File: config.mk
export PLATFORM = sky130hd
export DESIGN_NAME = dmem_arbiter_flat
export DESIGN_NICKNAME = d
export VERILOG_FILES = /design/src/rtl/dmem_arbiter_if.sv /design/src/rtl/dmem_arbiter.sv /design/src/flat_wrapper.sv
export SDC_FILE = /design/constraint.sdc
export NUM_CORES = 1
export LEC_CHECK = 0
export BUFFER_PORTS_ARGS = -buffer_cell sky130_fd_sc_hd__buf_2
export CAP_MARGIN = 20
export CORE_AREA = 2 2 137 172
export DETAILED_ROUTE_END_ITERATION = 16
export DIE_AREA = 0 0 139 174
export PLACE_DENSITY = 0.57
export SYNTH_ARGS = -nofsm -noshare
export SYNTH_HDL_FRONTEND = slang
export SYNTH_SLANG_ARGS = --single-unit
File: constraint.sdc
create_clock -name clk -period 4.2 [get_ports clk]
set_clock_uncertainty 0.15 [all_clocks]
set_input_delay 0.42 -clock clk [delete_from_list [all_inputs] [get_ports clk]]
set_output_delay 0.42 -clock clk [all_outputs]
set_load 0.01 [all_outputs]
File: src/rtl/dmem_arbiter_if.sv
// Bundle of the core, loader and byte-memory signals around dmem_arbiter.
// The slave modport is the arbiter; the master modport is the requesters plus the memory.
interface dmem_arbiter_if #(
  parameter int unsigned ADDR_W = 10
);
  logic              core_req;
  logic              core_we;
  logic [2:0]        core_funct3;
  logic [31:0]       core_addr;
  logic [31:0]       core_wdata;
  logic              core_done;
  logic              core_err;
  logic [31:0]       core_rdata;

  logic              ldr_req;
  logic              ldr_we;
  logic [31:0]       ldr_addr;
  logic [31:0]       ldr_wdata;
  logic              ldr_done;
  logic [31:0]       ldr_rdata;

  logic [ADDR_W-1:0] mem_addr;
  logic              mem_we;
  logic [7:0]        mem_wdata;
  logic [7:0]        mem_rdata;

  logic              busy;

  modport slave (
    input  core_req, core_we, core_funct3, core_addr, core_wdata,
    output core_done, core_err, core_rdata,
    input  ldr_req, ldr_we, ldr_addr, ldr_wdata,
    output ldr_done, ldr_rdata,
    output mem_addr, mem_we, mem_wdata,
    input  mem_rdata,
    output busy
  );

  modport master (
    output core_req, core_we, core_funct3, core_addr, core_wdata,
    input  core_done, core_err, core_rdata,
    output ldr_req, ldr_we, ldr_addr, ldr_wdata,
    input  ldr_done, ldr_rdata,
    input  mem_addr, mem_we, mem_wdata,
    output mem_rdata,
    input  busy
  );
endinterface

File: src/rtl/dmem_arbiter.sv
// Round-robin arbiter between core and loader onto a byte-wide synchronous-read data memory.
// Multi-byte accesses are split into little-endian byte cycles; loads are extended per funct3.
module dmem_arbiter #(
  parameter int unsigned ADDR_W = 10
) (
  input logic           clk,
  input logic           rst,
  dmem_arbiter_if.slave bus
);

  typedef enum logic [1:0] {StIdle, StAccess, StDrain, StDone} state_e;

  state_e            state_q, state_d;
  logic              grant_q, grant_d;  // 1 = loader
  logic              last_q, last_d;    // 1 = loader was granted last
  logic              we_q, we_d;
  logic [2:0]        funct3_q, funct3_d;
  logic [31:0]       wdata_q, wdata_d;
  logic [1:0]        idx_q, idx_d;
  logic [31:0]       result_q, result_d;
  logic              err_q, err_d;
  logic [31:0]       core_rdata_q, core_rdata_d;
  logic [31:0]       ldr_rdata_q, ldr_rdata_d;
  logic [ADDR_W-1:0] mem_addr_q, mem_addr_d;
  logic              mem_we_q, mem_we_d;
  logic [7:0]        mem_wdata_q, mem_wdata_d;

  logic              sel_ldr;
  logic              sel_we;
  logic [2:0]        sel_funct3;
  logic [31:0]       sel_addr;
  logic [31:0]       sel_wdata;
  logic              sel_legal;
  logic [1:0]        last_idx;
  logic [1:0]        idx_nxt;
  logic [1:0]        idx_prev;
  logic              unused_addr;

  function automatic logic [31:0] extend(input logic [2:0] f3, input logic [31:0] r);
    unique case (f3)
      3'b000:  extend = {{24{r[7]}}, r[7:0]};
      3'b001:  extend = {{16{r[15]}}, r[15:0]};
      3'b100:  extend = {24'h0, r[7:0]};
      3'b101:  extend = {16'h0, r[15:0]};
      default: extend = r;
    endcase
  endfunction

  always_comb begin
    // Alternate on contention; last_q resets to loader so the core wins first.
    sel_ldr    = bus.ldr_req && (!bus.core_req || !last_q);
    sel_we     = sel_ldr ? bus.ldr_we    : bus.core_we;
    sel_funct3 = sel_ldr ? 3'b010        : bus.core_funct3;
    sel_addr   = sel_ldr ? bus.ldr_addr  : bus.core_addr;
    sel_wdata  = sel_ldr ? bus.ldr_wdata : bus.core_wdata;
    sel_legal  = sel_funct3 inside {3'b000, 3'b001, 3'b010, 3'b100, 3'b101};
  end

  assign unused_addr = ^sel_addr[31:ADDR_W];

  // Index of the final byte: 0 for B/BU, 1 for H/HU, 3 for W.
  assign last_idx = funct3_q[1] ? 2'd3 : (funct3_q[0] ? 2'd1 : 2'd0);
  assign idx_nxt  = idx_q + 2'd1;
  assign idx_prev = idx_q - 2'd1;

  always_comb begin
    state_d      = state_q;
    grant_d      = grant_q;
    last_d       = last_q;
    we_d         = we_q;
    funct3_d     = funct3_q;
    wdata_d      = wdata_q;
    idx_d        = idx_q;
    result_d     = result_q;
    err_d        = err_q;
    core_rdata_d = core_rdata_q;
    ldr_rdata_d  = ldr_rdata_q;
    mem_addr_d   = mem_addr_q;
    mem_we_d     = mem_we_q;
    mem_wdata_d  = mem_wdata_q;

    unique case (state_q)
      StIdle: begin
        if (bus.core_req || bus.ldr_req) begin
          grant_d  = sel_ldr;
          last_d   = sel_ldr;
          we_d     = sel_we;
          funct3_d = sel_funct3;
          wdata_d  = sel_wdata;
          idx_d    = 2'd0;
          result_d = 32'h0;
          err_d    = !sel_legal;
          if (!sel_legal) begin
            state_d = StDone;
          end else begin
            state_d     = StAccess;
            mem_addr_d  = sel_addr[ADDR_W-1:0];
            mem_we_d    = sel_we;
            mem_wdata_d = sel_we ? sel_wdata[7:0] : 8'h00;
          end
        end
      end

      StAccess: begin
        // Read data lags its address by one cycle, so capture the previous byte.
        if (!we_q && idx_q != 2'd0) begin
          result_d[{idx_prev, 3'b000} +: 8] = bus.mem_rdata;
        end
        if (idx_q == last_idx) begin
          mem_we_d    = 1'b0;
          mem_wdata_d = 8'h00;
          state_d     = we_q ? StDone : StDrain;
        end else begin
          idx_d       = idx_nxt;
          mem_addr_d  = mem_addr_q + ADDR_W'(1);
          mem_wdata_d = we_q ? wdata_q[{idx_nxt, 3'b000} +: 8] : 8'h00;
        end
      end

      StDrain: begin
        result_d[{last_idx, 3'b000} +: 8] = bus.mem_rdata;
        if (grant_q) begin
          ldr_rdata_d = result_d;
        end else begin
          core_rdata_d = extend(funct3_q, result_d);
        end
        state_d = StDone;
      end

      StDone: begin
        state_d = StIdle;
      end

      default: begin
        state_d = StIdle;
      end
    endcase
  end

  always_ff @(posedge clk) begin
    if (rst) begin
      state_q      <= StIdle;
      grant_q      <= 1'b0;
      last_q       <= 1'b1;
      we_q         <= 1'b0;
      funct3_q     <= 3'b000;
      wdata_q      <= 32'h0;
      idx_q        <= 2'd0;
      result_q     <= 32'h0;
      err_q        <= 1'b0;
      core_rdata_q <= 32'h0;
      ldr_rdata_q  <= 32'h0;
      mem_addr_q   <= '0;
      mem_we_q     <= 1'b0;
      mem_wdata_q  <= 8'h00;
    end else begin
      state_q      <= state_d;
      grant_q      <= grant_d;
      last_q       <= last_d;
      we_q         <= we_d;
      funct3_q     <= funct3_d;
      wdata_q      <= wdata_d;
      idx_q        <= idx_d;
      result_q     <= result_d;
      err_q        <= err_d;
      core_rdata_q <= core_rdata_d;
      ldr_rdata_q  <= ldr_rdata_d;
      mem_addr_q   <= mem_addr_d;
      mem_we_q     <= mem_we_d;
      mem_wdata_q  <= mem_wdata_d;
    end
  end

  assign bus.busy       = (state_q != StIdle);
  assign bus.core_done  = (state_q == StDone) && !grant_q;
  assign bus.ldr_done   = (state_q == StDone) && grant_q;
  assign bus.core_err   = bus.core_done && err_q;
  assign bus.core_rdata = core_rdata_q;
  assign bus.ldr_rdata  = ldr_rdata_q;
  assign bus.mem_addr   = mem_addr_q;
  // A reset arriving mid-write must stop the byte on the same edge.
  assign bus.mem_we     = mem_we_q && !rst;
  assign bus.mem_wdata  = mem_wdata_q;

endmodule

File: src/flat_wrapper.sv
// flat-port wrapper written by rule: the top's interface ports become plain ports
module dmem_arbiter_flat 
#(
  parameter int unsigned ADDR_W = 10
)
  (clk, rst, bus_core_req, bus_core_we, bus_core_funct3, bus_core_addr, bus_core_wdata, bus_core_done, bus_core_err, bus_core_rdata, bus_ldr_req, bus_ldr_we, bus_ldr_addr, bus_ldr_wdata, bus_ldr_done, bus_ldr_rdata, bus_mem_addr, bus_mem_we, bus_mem_wdata, bus_mem_rdata, bus_busy);
  dmem_arbiter_if #(.ADDR_W(ADDR_W)) bus_i ();
  input logic clk;
  input logic rst;
  input wire logic [$bits(bus_i.core_req)-1:0] bus_core_req;
  input wire logic [$bits(bus_i.core_we)-1:0] bus_core_we;
  input wire logic [$bits(bus_i.core_funct3)-1:0] bus_core_funct3;
  input wire logic [$bits(bus_i.core_addr)-1:0] bus_core_addr;
  input wire logic [$bits(bus_i.core_wdata)-1:0] bus_core_wdata;
  output wire logic [$bits(bus_i.core_done)-1:0] bus_core_done;
  output wire logic [$bits(bus_i.core_err)-1:0] bus_core_err;
  output wire logic [$bits(bus_i.core_rdata)-1:0] bus_core_rdata;
  input wire logic [$bits(bus_i.ldr_req)-1:0] bus_ldr_req;
  input wire logic [$bits(bus_i.ldr_we)-1:0] bus_ldr_we;
  input wire logic [$bits(bus_i.ldr_addr)-1:0] bus_ldr_addr;
  input wire logic [$bits(bus_i.ldr_wdata)-1:0] bus_ldr_wdata;
  output wire logic [$bits(bus_i.ldr_done)-1:0] bus_ldr_done;
  output wire logic [$bits(bus_i.ldr_rdata)-1:0] bus_ldr_rdata;
  output wire logic [$bits(bus_i.mem_addr)-1:0] bus_mem_addr;
  output wire logic [$bits(bus_i.mem_we)-1:0] bus_mem_we;
  output wire logic [$bits(bus_i.mem_wdata)-1:0] bus_mem_wdata;
  input wire logic [$bits(bus_i.mem_rdata)-1:0] bus_mem_rdata;
  output wire logic [$bits(bus_i.busy)-1:0] bus_busy;
  assign bus_i.core_req = bus_core_req;
  assign bus_i.core_we = bus_core_we;
  assign bus_i.core_funct3 = bus_core_funct3;
  assign bus_i.core_addr = bus_core_addr;
  assign bus_i.core_wdata = bus_core_wdata;
  assign bus_core_done = bus_i.core_done;
  assign bus_core_err = bus_i.core_err;
  assign bus_core_rdata = bus_i.core_rdata;
  assign bus_i.ldr_req = bus_ldr_req;
  assign bus_i.ldr_we = bus_ldr_we;
  assign bus_i.ldr_addr = bus_ldr_addr;
  assign bus_i.ldr_wdata = bus_ldr_wdata;
  assign bus_ldr_done = bus_i.ldr_done;
  assign bus_ldr_rdata = bus_i.ldr_rdata;
  assign bus_mem_addr = bus_i.mem_addr;
  assign bus_mem_we = bus_i.mem_we;
  assign bus_mem_wdata = bus_i.mem_wdata;
  assign bus_i.mem_rdata = bus_mem_rdata;
  assign bus_busy = bus_i.busy;
  dmem_arbiter #(.ADDR_W(ADDR_W)) u_core (.clk(clk), .rst(rst), .bus(bus_i));
endmodule
==> impl_results.md, run 1 <==
* Clock slew at reported path FFs at 0.07 ns
* Total CTS buffers at 17
* Peak Freq at 0.335 GHz
* Distinct cells, synth at 70
* Rel. slew slack at 0.367
* Ys async rst share at 0
* RSZ-0062 raised after global routing: false
* Fin nets at 1178
* Drt wl/cell at about 18 µm
* Logic gate share of total power at 0.393
* Vias at 7250
* Die area at 0.0242 mm²
* Yosys reg bits at 158
* Setup Buffers After CTS at 0
* Hold Fails Final Rpt at 0
* Register area share after synthesis at 0.408
* First-pass GRT wire length at roughly 37 mm
* Period minus WS final at roughly 3 ns
* Synth warn at 0
* Crit path launch type: flop
* Chip height at 174 µm
* DRT Pass-1 Iters at 8
* Critical path data arrival time at around 3.2 ns
* Die Wd at 139 µm
* Clock Power Share at 0.253
* Req. time, crit path at about 4.4 ns
* Antenna violations before repair at 3
* Crit end category: flop
* Net Sw Frac at 0.413
* Tot GR Track Use at 0.190
* Setup violators final at 0
* CTS tree: yes
* Number of global-route vias before repair at 6736
* Initial drt markers at 464
* IO Port Bufs at 187
* Std-Cell Rows at 62
* Part of the power in registers at 0.354
* H-tree levels at 4
* Max Slew Vio Count at 0
* Mapped Area at slightly below 0.008 mm²
* Gr ovfl total at 0
* ANT cells at 0
* Share of layout cells above drive strength 1 at 0.271
* Syn Inst Count at 886
* Gpl congestion at 0.786
* VDD IR-drop max at 0.311 mV
* P_int at approximately 3.6 mW
* Status: finished, final reports clean
* PostCTS Resize Cnt at 0
* Final Cycle Share at 0.711
* Worst hold path type: input pin to flop
* Detailed placement HPWL at 16.0 mm
* Antenna-violating nets left at 0
* Top_reg_cell synth: dfxtp_1
* # hold bufs at CTS at 0
* Initial Util at 0.342
* Syn nets at 1043
* Core Region at between 0.02 and 0.025 mm²
* Post-Syn Area per Cell at 8.75 µm²
* Critical path class: flop to flop
* Most frequent cells in the layout: buf_2 (187), dfxtp_1 (158), nor2_1 (105)
* Final total power at 6.10 mW
* I/O pin count at 232
* Max Root-Sink Buffers at 2
* Area grow syn2layout at 20.5%
* Leading cell type in the layout, fill and taps excluded: buf_2
* Worst Tran Pin Value at 0.948 ns
* Number of max-cap violations at 0
* Leakage at ~3.8 nW
* Vias per inst at between 5 and 6
* Post-Route WL at 23.3 mm
* Pin count of the biggest net entering global routing at 62
* Worst-path fanout max at 21
* CTS sink cnt at 158
* Clk root buf: clkbuf_16
* Clk Latency, worst-skew pair at ~0.43 ns
* PwrDens at ~650 mW/mm²
* Switching power at 2.52 mW
* Number of remaining DRC errors at 0
* Post-synth EDFFs at 0
* TNS Setup at 0 ns
flip-flops by register name (all words and copies together) (netlist names):
register	count
u_core.err_q	1
u_core.grant_q	1
u_core.mem_we_q	1
u_core.bus.mem_wdata	8
u_core.bus.mem_addr	10
u_core.idx_q	2
u_core.wdata_q	32
u_core.state_q	2
u_core.result_q	32
u_core.bus.core_rdata	32
u_core.funct3_q	3
u_core.bus.ldr_rdata	32
u_core.last_q	1
u_core.we_q	1
power by group through the flow:
stage | Combinational, mW | Sequential (mW) | Clock [mW]
2_1_floorplan | 1.67 | 2.19 | 0
3_3_place_gp | 2.38 | 2.19 | 0
3_5_place_dp | 2.40 | 2.19 | 0
4_1_cts | 2.41 | 2.16 | 1.58
5_1_grt | 2.65 | 2.21 | 1.65
6_report | 2.40 | 2.16 | 1.54
critical path, cell delays in order (launching register included):
cell and delay [ns]:
dfxtp_1 0.94, inv_1 0.26, ha_1 0.27, o21a_1 0.19
or4b_4 0.68, nor2_4 0.28, a22o_1 0.16
cell usage after synthesis (all sizes together), types with 7 or more instances:
cell type	instances	area, µm²
dfxtp	158	3160
nor2	108	415
nand2	104	390
clkbuf	56	220
o21ai	53	265
a21oi	48	240
a311oi	37	324
a211oi	34	260
buf	30	209
a22o	27	236
mux2i	24	240
nand3	22	110
o2bb2ai	19	229
a22oi	17	128
a31oi	17	106
inv	13	48.8
ha	12	150
a21o	8	60.1
a2bb2oi	8	70.1
mux4	8	180
mux2	7	78.8
nor2b	7	46.3
nor3	7	40.0
routing by layer:
metal  vias up  routed length, µm  global-route usage
met1      3444              10500               0.249
met5         -                 37                   0
met3        23               1350              0.0466
met4         6                291              0.0488
li1       3537                  -                   -
met2       240              11100               0.314
final timing paths:
kind | endpoint | startpoint | slack (ns) | cells past startpoint
setup / recovery | u_core.result_q[17] | u_core.idx_q[0] | 1.21 | 6
hold / removal | u_core.wdata_q[19] | bus_ldr_wdata[19] | 0.09 | 3
hold reg to reg | u_core.bus.ldr_rdata[17] | u_core.bus.ldr_rdata[17] | 0.31 | 2
setup reg to reg | u_core.result_q[17] | u_core.idx_q[0] | 1.21 | 6
per-stage QoR:
stage | setup slack (ns) | instances | hold slack (ns) | area, µm² | utilization
after detailed placement | 1.21 | 1289 | 0.298 | 8740 | 0.386
after CTS | 1.19 | 1321 | 0.0816 | 9330 | 0.412
after global routing | 1.00 | 1322 | 0.0856 | 9340 | 0.412
final | 1.21 | 1322 | 0.0944 | 9340 | 0.412
after floorplan | 1.69 | 886 | 0.282 | 7750 | -
after global placement | 1.22 | 1288 | 0.295 | 8730 | 0.385
layout make-up:
cell class | count | area [µm²]
Clock inverter | 15 | 165
Inverter | 13 | 48.8
Sequential cell | 158 | 3160
Tap cell | 288 | 360
Clock buffer | 17 | 425
Multi-Input combinational cell | 629 | 4130
Timing Repair Buffer | 202 | 1050
Fill cell | 2352 | 13300
cell families after synthesis:
group | share of synthesized area
buffers and inverters | 0.0616
AO/OA/AOI/OAI | 0.288
flip-flops | 0.408
AND/OR/NAND/NOR | 0.157
multiplexers | 0.0644
adder cells (fa/ha/maj) | 0.0194
XOR/XNOR | 0.00210
No activity file was read; power rests on OpenSTA's default activity.
==> run 2, diff against run 1 <==
--- a/config.mk
+++ b/config.mk
@@ -5,11 +5,12 @@
 export SDC_FILE = /design/constraint.sdc
 export NUM_CORES = 1
 export LEC_CHECK = 0
+export ABC_AREA = 1
 export BUFFER_PORTS_ARGS = -buffer_cell sky130_fd_sc_hd__buf_2
 export CAP_MARGIN = 20
-export CORE_AREA = 2 2 137 172
+export CORE_AREA = 2 2 139 175
 export DETAILED_ROUTE_END_ITERATION = 16
-export DIE_AREA = 0 0 139 174
+export DIE_AREA = 0 0 141 177
 export PLACE_DENSITY = 0.57
 export SYNTH_ARGS = -nofsm -noshare
 export SYNTH_HDL_FRONTEND = slang
==> constraint.sdc (replaced) <==
create_clock -name clk -period 3.02 [get_ports clk]
set_clock_uncertainty 0.15 [all_clocks]
set_input_delay 0.302 -clock clk [delete_from_list [all_inputs] [get_ports clk]]
set_output_delay 0.302 -clock clk [all_outputs]
set_load 0.01 [all_outputs]
==> run 2 against run 1 <==
Net effect: first-iteration DRC count is 7.8% higher; power is 49% higher; sequential power is 34% higher; sequential share of layout area is 3.2 points lower; non-clock buffer count is 52 higher; highest routed layer is now met4; largest power group unchanged; synthesized cell count is 40% higher; worst hold slack worse by 0.080 ns; critical path depth is 2 higher; largest cell class unchanged; fmax is 17% higher; wire length is 11% higher.
==> impl_results.md, run 2 <==
* Status: finished, final reports clean
* Die area at 0.0250 mm²
* Number of remaining DRC errors at 0
* Sequential cell area at roughly 0.0032 mm²
* Clk Latency, worst-skew pair at 0.43 ns
* Rel. slew slack at 0.542
* Number of global-route vias before repair at 8151
* PwrDens at 882 mW/mm²
* Req. time, crit path at 3.24 ns
* Gpl congestion at 0.849
* Vias per inst at 4.95
* Antenna violations before repair at 2
* H-tree levels at 4
* Final Cycle Share at 0.846
* Setup Buffers After CTS at 0
* Core Region at around 0.023 mm²
* First-pass GRT wire length at 41.4 mm
* Crit end category: flop
* DRT Pass-1 Iters at 5
* Yosys top cell by area: dfxtp_1
* Std-Cell Rows at 63
* Critical path class: flop to flop
* Top post-synthesis cells by count: nand2_1 (421), dfxtp_1 (158), o21ai_0 (142)
* Detailed placement HPWL at 18.4 mm
* Vias at between 8000 and 9000
* Top_reg_cell synth: dfxtp_1
* Period minus WS final at 2.56 ns
* IO Port Bufs at roughly 190
* Top-count cell post-synth: nand2_1
* Final total power at 9.10 mW
* Post-Route WL at 25.9 mm
* Crit path launch type: flop
* Area occupied by multi-input gates at roughly 0.0042 mm²
* Yosys top cell area share at 0.391
* Pin count of the biggest net entering global routing at 82
* Worst hold path type: input pin to flop
* TNS Setup at 0 ns
* Register area share after synthesis at 0.391
* Synth area leaders: dfxtp_1 (39%), nand2_1 (20%), o21ai_0 (8.8%)
* Clock slew at reported path FFs at around 0.07 ns
* Antenna-violating nets left at 0
* VDD IR-drop max at 0.434 mV
* Leakage at 4.93 nW
* Mapped Area at around 0.0081 mm²
* Critical path data arrival time at 2.77 ns
* Peak Freq at 0.391 GHz
* Area grow syn2layout at 27.6%
* Share of layout cells above drive strength 1 at 0.178
* Worst-path fanout max at 25
* Distinct cells, synth at 34
* Synth warn at 0
* # hold bufs at CTS at 46
* Setup violators final at 0
* Total CTS buffers at 17
* RSZ-0062 raised after global routing: false
* Most frequent cells in the layout: nand2_1 (421), buf_2 (187), dfxtp_1 (158)
* Fin nets at 1602
* Initial Util at 0.345
* Syn nets at 1400
* Gr ovfl total at 0
* Post-Syn Area per Cell at 6.51 µm²
* Tot GR Track Use at 0.207
* Drt wl/cell at roughly 15 µm
* PostCTS Resize Cnt at 0
* Yosys reg bits at 158
* Leading cell type in the layout, fill and taps excluded: nand2_1
* Ys async rst share at 0
* CTS tree: yes
* Syn Inst Count at 1243
* Worst Tran Pin Value at 0.681 ns
* CTS sink cnt at around 160
* Chip height at ~180 µm
* Post-synth EDFFs at 0
* Die Wd at about 140 µm
* Max Root-Sink Buffers at 2
* Fillers at 2458
* Max Slew Vio Count at 0
* Clk root buf: clkbuf_16
* Initial drt markers at 500
* I/O pin count at 232
* Number of max-cap violations at 0
* Hold Fails Final Rpt at 0
[run 2: cell types whose count changed after synthesis, sizes merged, moves of 23 or more]
cell    before  now
nand2      104  423
a21oi       48   78
clkbuf      56   33
inv         13  106
a22o        27    0
a311oi      37    0
a211oi      34    1
o21ai       53  152
mux2i       24    0
a31oi       17   48
[run 2: final cells by class]
cell class / instances / area share
Multi-Input combinational cell: 907 / 0.406
Antenna cell: 2 / 0.000485
Inverter: 107 / 0.0389
Sequential cell: 158 / 0.306
Tap cell: 292 / 0.0354
Clock inverter: 14 / 0.0178
Timing Repair Buffer: 254 / 0.154
Clock buffer: 17 / 0.0412
[run 2: kinds of logic after synthesis]
kind of cell             share of synthesized area
AO/OA/AOI/OAI                                0.204
XOR/XNOR                                   0.00108
adder cells (fa/ha/maj)                     0.0186
buffers and inverters                       0.0913
flip-flops                                   0.391
AND/OR/NAND/NOR                              0.294
[run 2: worst max-delay path: stages, from the launching register on]
cell	delay, ns
dfxtp_1	0.35
inv_1	0.14
ha_1	0.34
o21ai_2	0.17
inv_2	0.21
buf_4	0.29
o21ai_0	0.11
a31oi_1	0.17
dlygate4sd3_1	0.57
[run 2: stage by stage]
step	setup slack, ns	hold slack (ns)	util	instance area, µm²	std cells
after floorplan	0.933	0.289	-	8090	1243
after global placement	0.616	0.305	0.395	9250	1672
after detailed placement	0.609	0.307	0.395	9250	1672
after CTS	0.478	0.000206	0.441	10300	1749
after global routing	0.215	0.0230	0.441	10300	1749
final	0.464	0.0141	0.441	10300	1751
[run 2: worst paths after layout]
check                             endpoint                startpoint  cells past startpoint  slack (ns)
setup / recovery        u_core.wdata_q[13]         u_core.state_q[0]                      8        0.46
hold / removal           u_core.wdata_q[5]          bus_ldr_wdata[5]                      3        0.01
setup reg to reg        u_core.wdata_q[13]         u_core.state_q[0]                      8        0.46
hold reg to reg   u_core.bus.ldr_rdata[23]  u_core.bus.ldr_rdata[23]                      2        0.31
[run 2: per-layer routing]
metal	vias to the layer above	wire, µm	track usage
met5	-	0	0
met4	0	615	0.0658
met3	40	1450	0.0344
met2	261	12800	0.371
met1	3923	11000	0.253
li1	4441	-	-
[run 2: where the power goes]
| part | internal (mW) | switching, mW | leakage (nW) |
|---|---|---|---|
| registers | 2.59 | 0.309 | 1.29 |
| clock network | 1.32 | 0.941 | 0.290 |
| logic | 1.34 | 2.60 | 3.35 |
| total | 5.25 | 3.85 | 4.93 |
==> run 3, diff against run 2 <==
--- a/config.mk
+++ b/config.mk
@@ -11,7 +11,7 @@
 export CORE_AREA = 2 2 139 175
 export DETAILED_ROUTE_END_ITERATION = 16
 export DIE_AREA = 0 0 141 177
-export PLACE_DENSITY = 0.57
+export PLACE_DENSITY = 0.59
 export SYNTH_ARGS = -nofsm -noshare
 export SYNTH_HDL_FRONTEND = slang
 export SYNTH_SLANG_ARGS = --single-unit
==> constraint.sdc (replaced) <==
create_clock -name clk -period 2.3 [get_ports clk]
set_clock_uncertainty 0.15 [all_clocks]
set_input_delay 0.23 -clock clk [delete_from_list [all_inputs] [get_ports clk]]
set_output_delay 0.23 -clock clk [all_outputs]
set_load 0.01 [all_outputs]
==> run 3 against run 2 <==
Net effect: setup slack worse by 0.22 ns; worst hold slack worse by 0.0022 ns; power is 31% higher; sequential cell count stayed put; non-clock buffer count is 29 higher; clock power is 30% higher; cell count is 1.7% higher; die area stayed put; critical endpoint is now u_core.bus.mem_wdata[0]; largest cell class unchanged.
==> impl_results.md, run 3 (synthesized netlist as in run 2, its figures left out) <==
* Crit path buf inv count at 2
* Vias per inst at 4.93
* DP Worst Slack at 0.245 ns
* CTS sink cnt at roughly 160
* Clk Latency, worst-skew pair at 0.44 ns
* Reg-to-reg slack, setup at 0.25 ns
* H-tree levels at 4
* Final total power at 11.9 mW
* Crit path largest cell delay at 0.39 ns
* Worst-path fanout max at 8
* DRT Pass-1 Iters at 5
* Most frequent cells in the layout: nand2_1 (421), buf_2 (187), dfxtp_1 (158)
* R2R depth at 11
* RSZ-0062 raised after global routing: false
* Clk root buf: clkbuf_16
* P_int at 6.76 mW
* Max Slew Vio Count at 0
* CTS tree: yes
* PnR worst setup slack at 0.246 ns
* Antenna violations before repair at 2
* Vias at 8780
* Rel. slew slack at 0.459
* Gr ovfl total at 0
* Critical path class: flop to flop
* Setup violators final at 0
* Finished Core Util at 0.454
* Final Cycle Share at 0.893
* Std-Cell Rows at 63
* Worst Tran Pin Value at 0.812 ns
* Req. time, crit path at between 2 and 2.5 ns
* Gpl congestion at between 0.8 and 0.9
* Antenna-violating nets left at 0
* Drt wl/cell at 15.1 µm
* Part of the power in registers at 0.320
* Final Cell Area at 0.0106 mm²
* Net Sw Frac at 0.434
* TNS Setup at 0 ns
* Worst hold path type: input pin to flop
* Sequential cell area at 0.00316 mm²
* VDD IR-drop max at 0.683 mV
* Max Root-Sink Buffers at 2
* Die area at roughly 0.025 mm²
* Leading cell type in the layout, fill and taps excluded: nand2_1
* Clock Power Share at 0.246
* Number of max-cap violations at 0
* Worst hold stages at 5
* Area grow syn2layout at 31.5%
* Number of global-route vias before repair at 8365
* Worst-path cell chain: inv_1, ha_1, buf_4, nand2_1, nor2_1, a21oi_1, nand2_1, nand3_1, nand2_1, nor2_1, nor2_1
* Fin nets at 1631
* Hold Fails Final Rpt at 0
* Critical path data arrival time at ~2.2 ns
* IO Port Bufs at roughly 190
* Chip height at about 180 µm
* Area occupied by multi-input gates at 0.00419 mm²
* PostCTS Resize Cnt at 0
* Family with the most delay on the worst path: simple AND/OR/NAND/NOR gates
* Logic gate share of total power at 0.435
* First-pass GRT wire length at 42.8 mm
* Initial Util at 0.345
* PwrDens at 1120 mW/mm²
* Crit path launch type: flop
* Leakage at between 5 and 6 nW
* Share of layout cells above drive strength 1 at 0.181
* Post-Route WL at between 20 and 30 mm
* Crit end category: flop
* Post-DP Area at 0.00936 mm²
* Total CTS buffers at 17
* Pin count of the biggest net entering global routing at 59
* Detailed placement HPWL at between 15 and 20 mm
* Period minus WS final at just over 2 ns
* Die Wd at 141 µm
* Peak Freq at a little under 0.5 GHz
* Status: finished, final reports clean
* CP max-delay cell: dfxtp_1
* Core Region at 0.0234 mm²
* Clock slew at reported path FFs at 0.07 ns
* Crit. path cell count at 11
* Switching power at 5.18 mW
* Number of remaining DRC errors at 0
* I/O pin count at 232
* Initial drt markers at 534
* Tot GR Track Use at 0.215
* Fillers at 2418
-- run 3: changes by cell type in the layout (fill, tap and decap cells not counted), moves of 2 or more --
cell / change
dlygate4sd3_1: +20
buf_4: +5
buf_12: +4
inv_8: +4
bufinv_16: -2
clkinvlp_4: -2
-- run 3: cell type report --
cell class / count / share of cell area
Inverter: 107 / 0.0378
Clock buffer: 18 / 0.0413
Antenna cell: 2 / 0.000471
Multi-Input combinational cell: 907 / 0.394
Clock inverter: 14 / 0.0155
Tap cell: 292 / 0.0344
Sequential cell: 158 / 0.297
Timing Repair Buffer: 283 / 0.180
-- run 3: per-layer routing --
metal | part of all wire | vias to the layer above | track usage
met3 | 0.053 | 41 | 0.0381
met1 | 0.42 | 3980 | 0.251
li1 | - | 4495 | -
met4 | 0.026 | 2 | 0.0738
met5 | 0.00048 | - | 0
met2 | 0.50 | 262 | 0.395
-- run 3: final timing paths --
kind,startpoint,endpoint
setup / recovery,u_core.idx_q[1],u_core.bus.mem_wdata[0]
hold / removal,bus_ldr_addr[8],u_core.bus.mem_addr[8]
setup reg to reg,u_core.idx_q[1],u_core.bus.mem_wdata[0]
hold reg to reg,u_core.mem_we_q,u_core.mem_we_q
-- run 3: power by group through the flow --
stage,clock (mW),combinational (mW),sequential (mW)
after detailed placement,0,5.11,3.87
after global routing,3.09,5.85,3.89
after floorplan,0,3.27,3.95
final,2.93,5.19,3.81
after global placement,0,5.09,3.86
after CTS,2.97,5.22,3.82
-- run 3: stage by stage --
| step | std cells | hold slack (ns) |
|---|---|---|
| floorplan | 1243 | 0.230 |
| global placement | 1681 | 0.302 |
| detailed placement | 1681 | 0.304 |
| CTS | 1779 | 0.00612 |
| global route | 1780 | 0.0513 |
| finish | 1781 | 0.0119 |
-- run 3: worst register-to-register path, cell delays in order (launching register included) --
cell and delay (ns):
dfxtp_1 0.39, inv_1 0.13, ha_1 0.32, buf_4 0.18, nand2_1 0.21, nor2_1 0.06, a21oi_1 0.14, nand2_1 0.09
nand3_1 0.07, nand2_1 0.07, nor2_1 0.09, nor2_1 0.05
-- run 3: repair_timing --
item	in CTS	in global routing
hold endpoints to repair	34	0
setup buffers	0	0
hold buffers	66	0
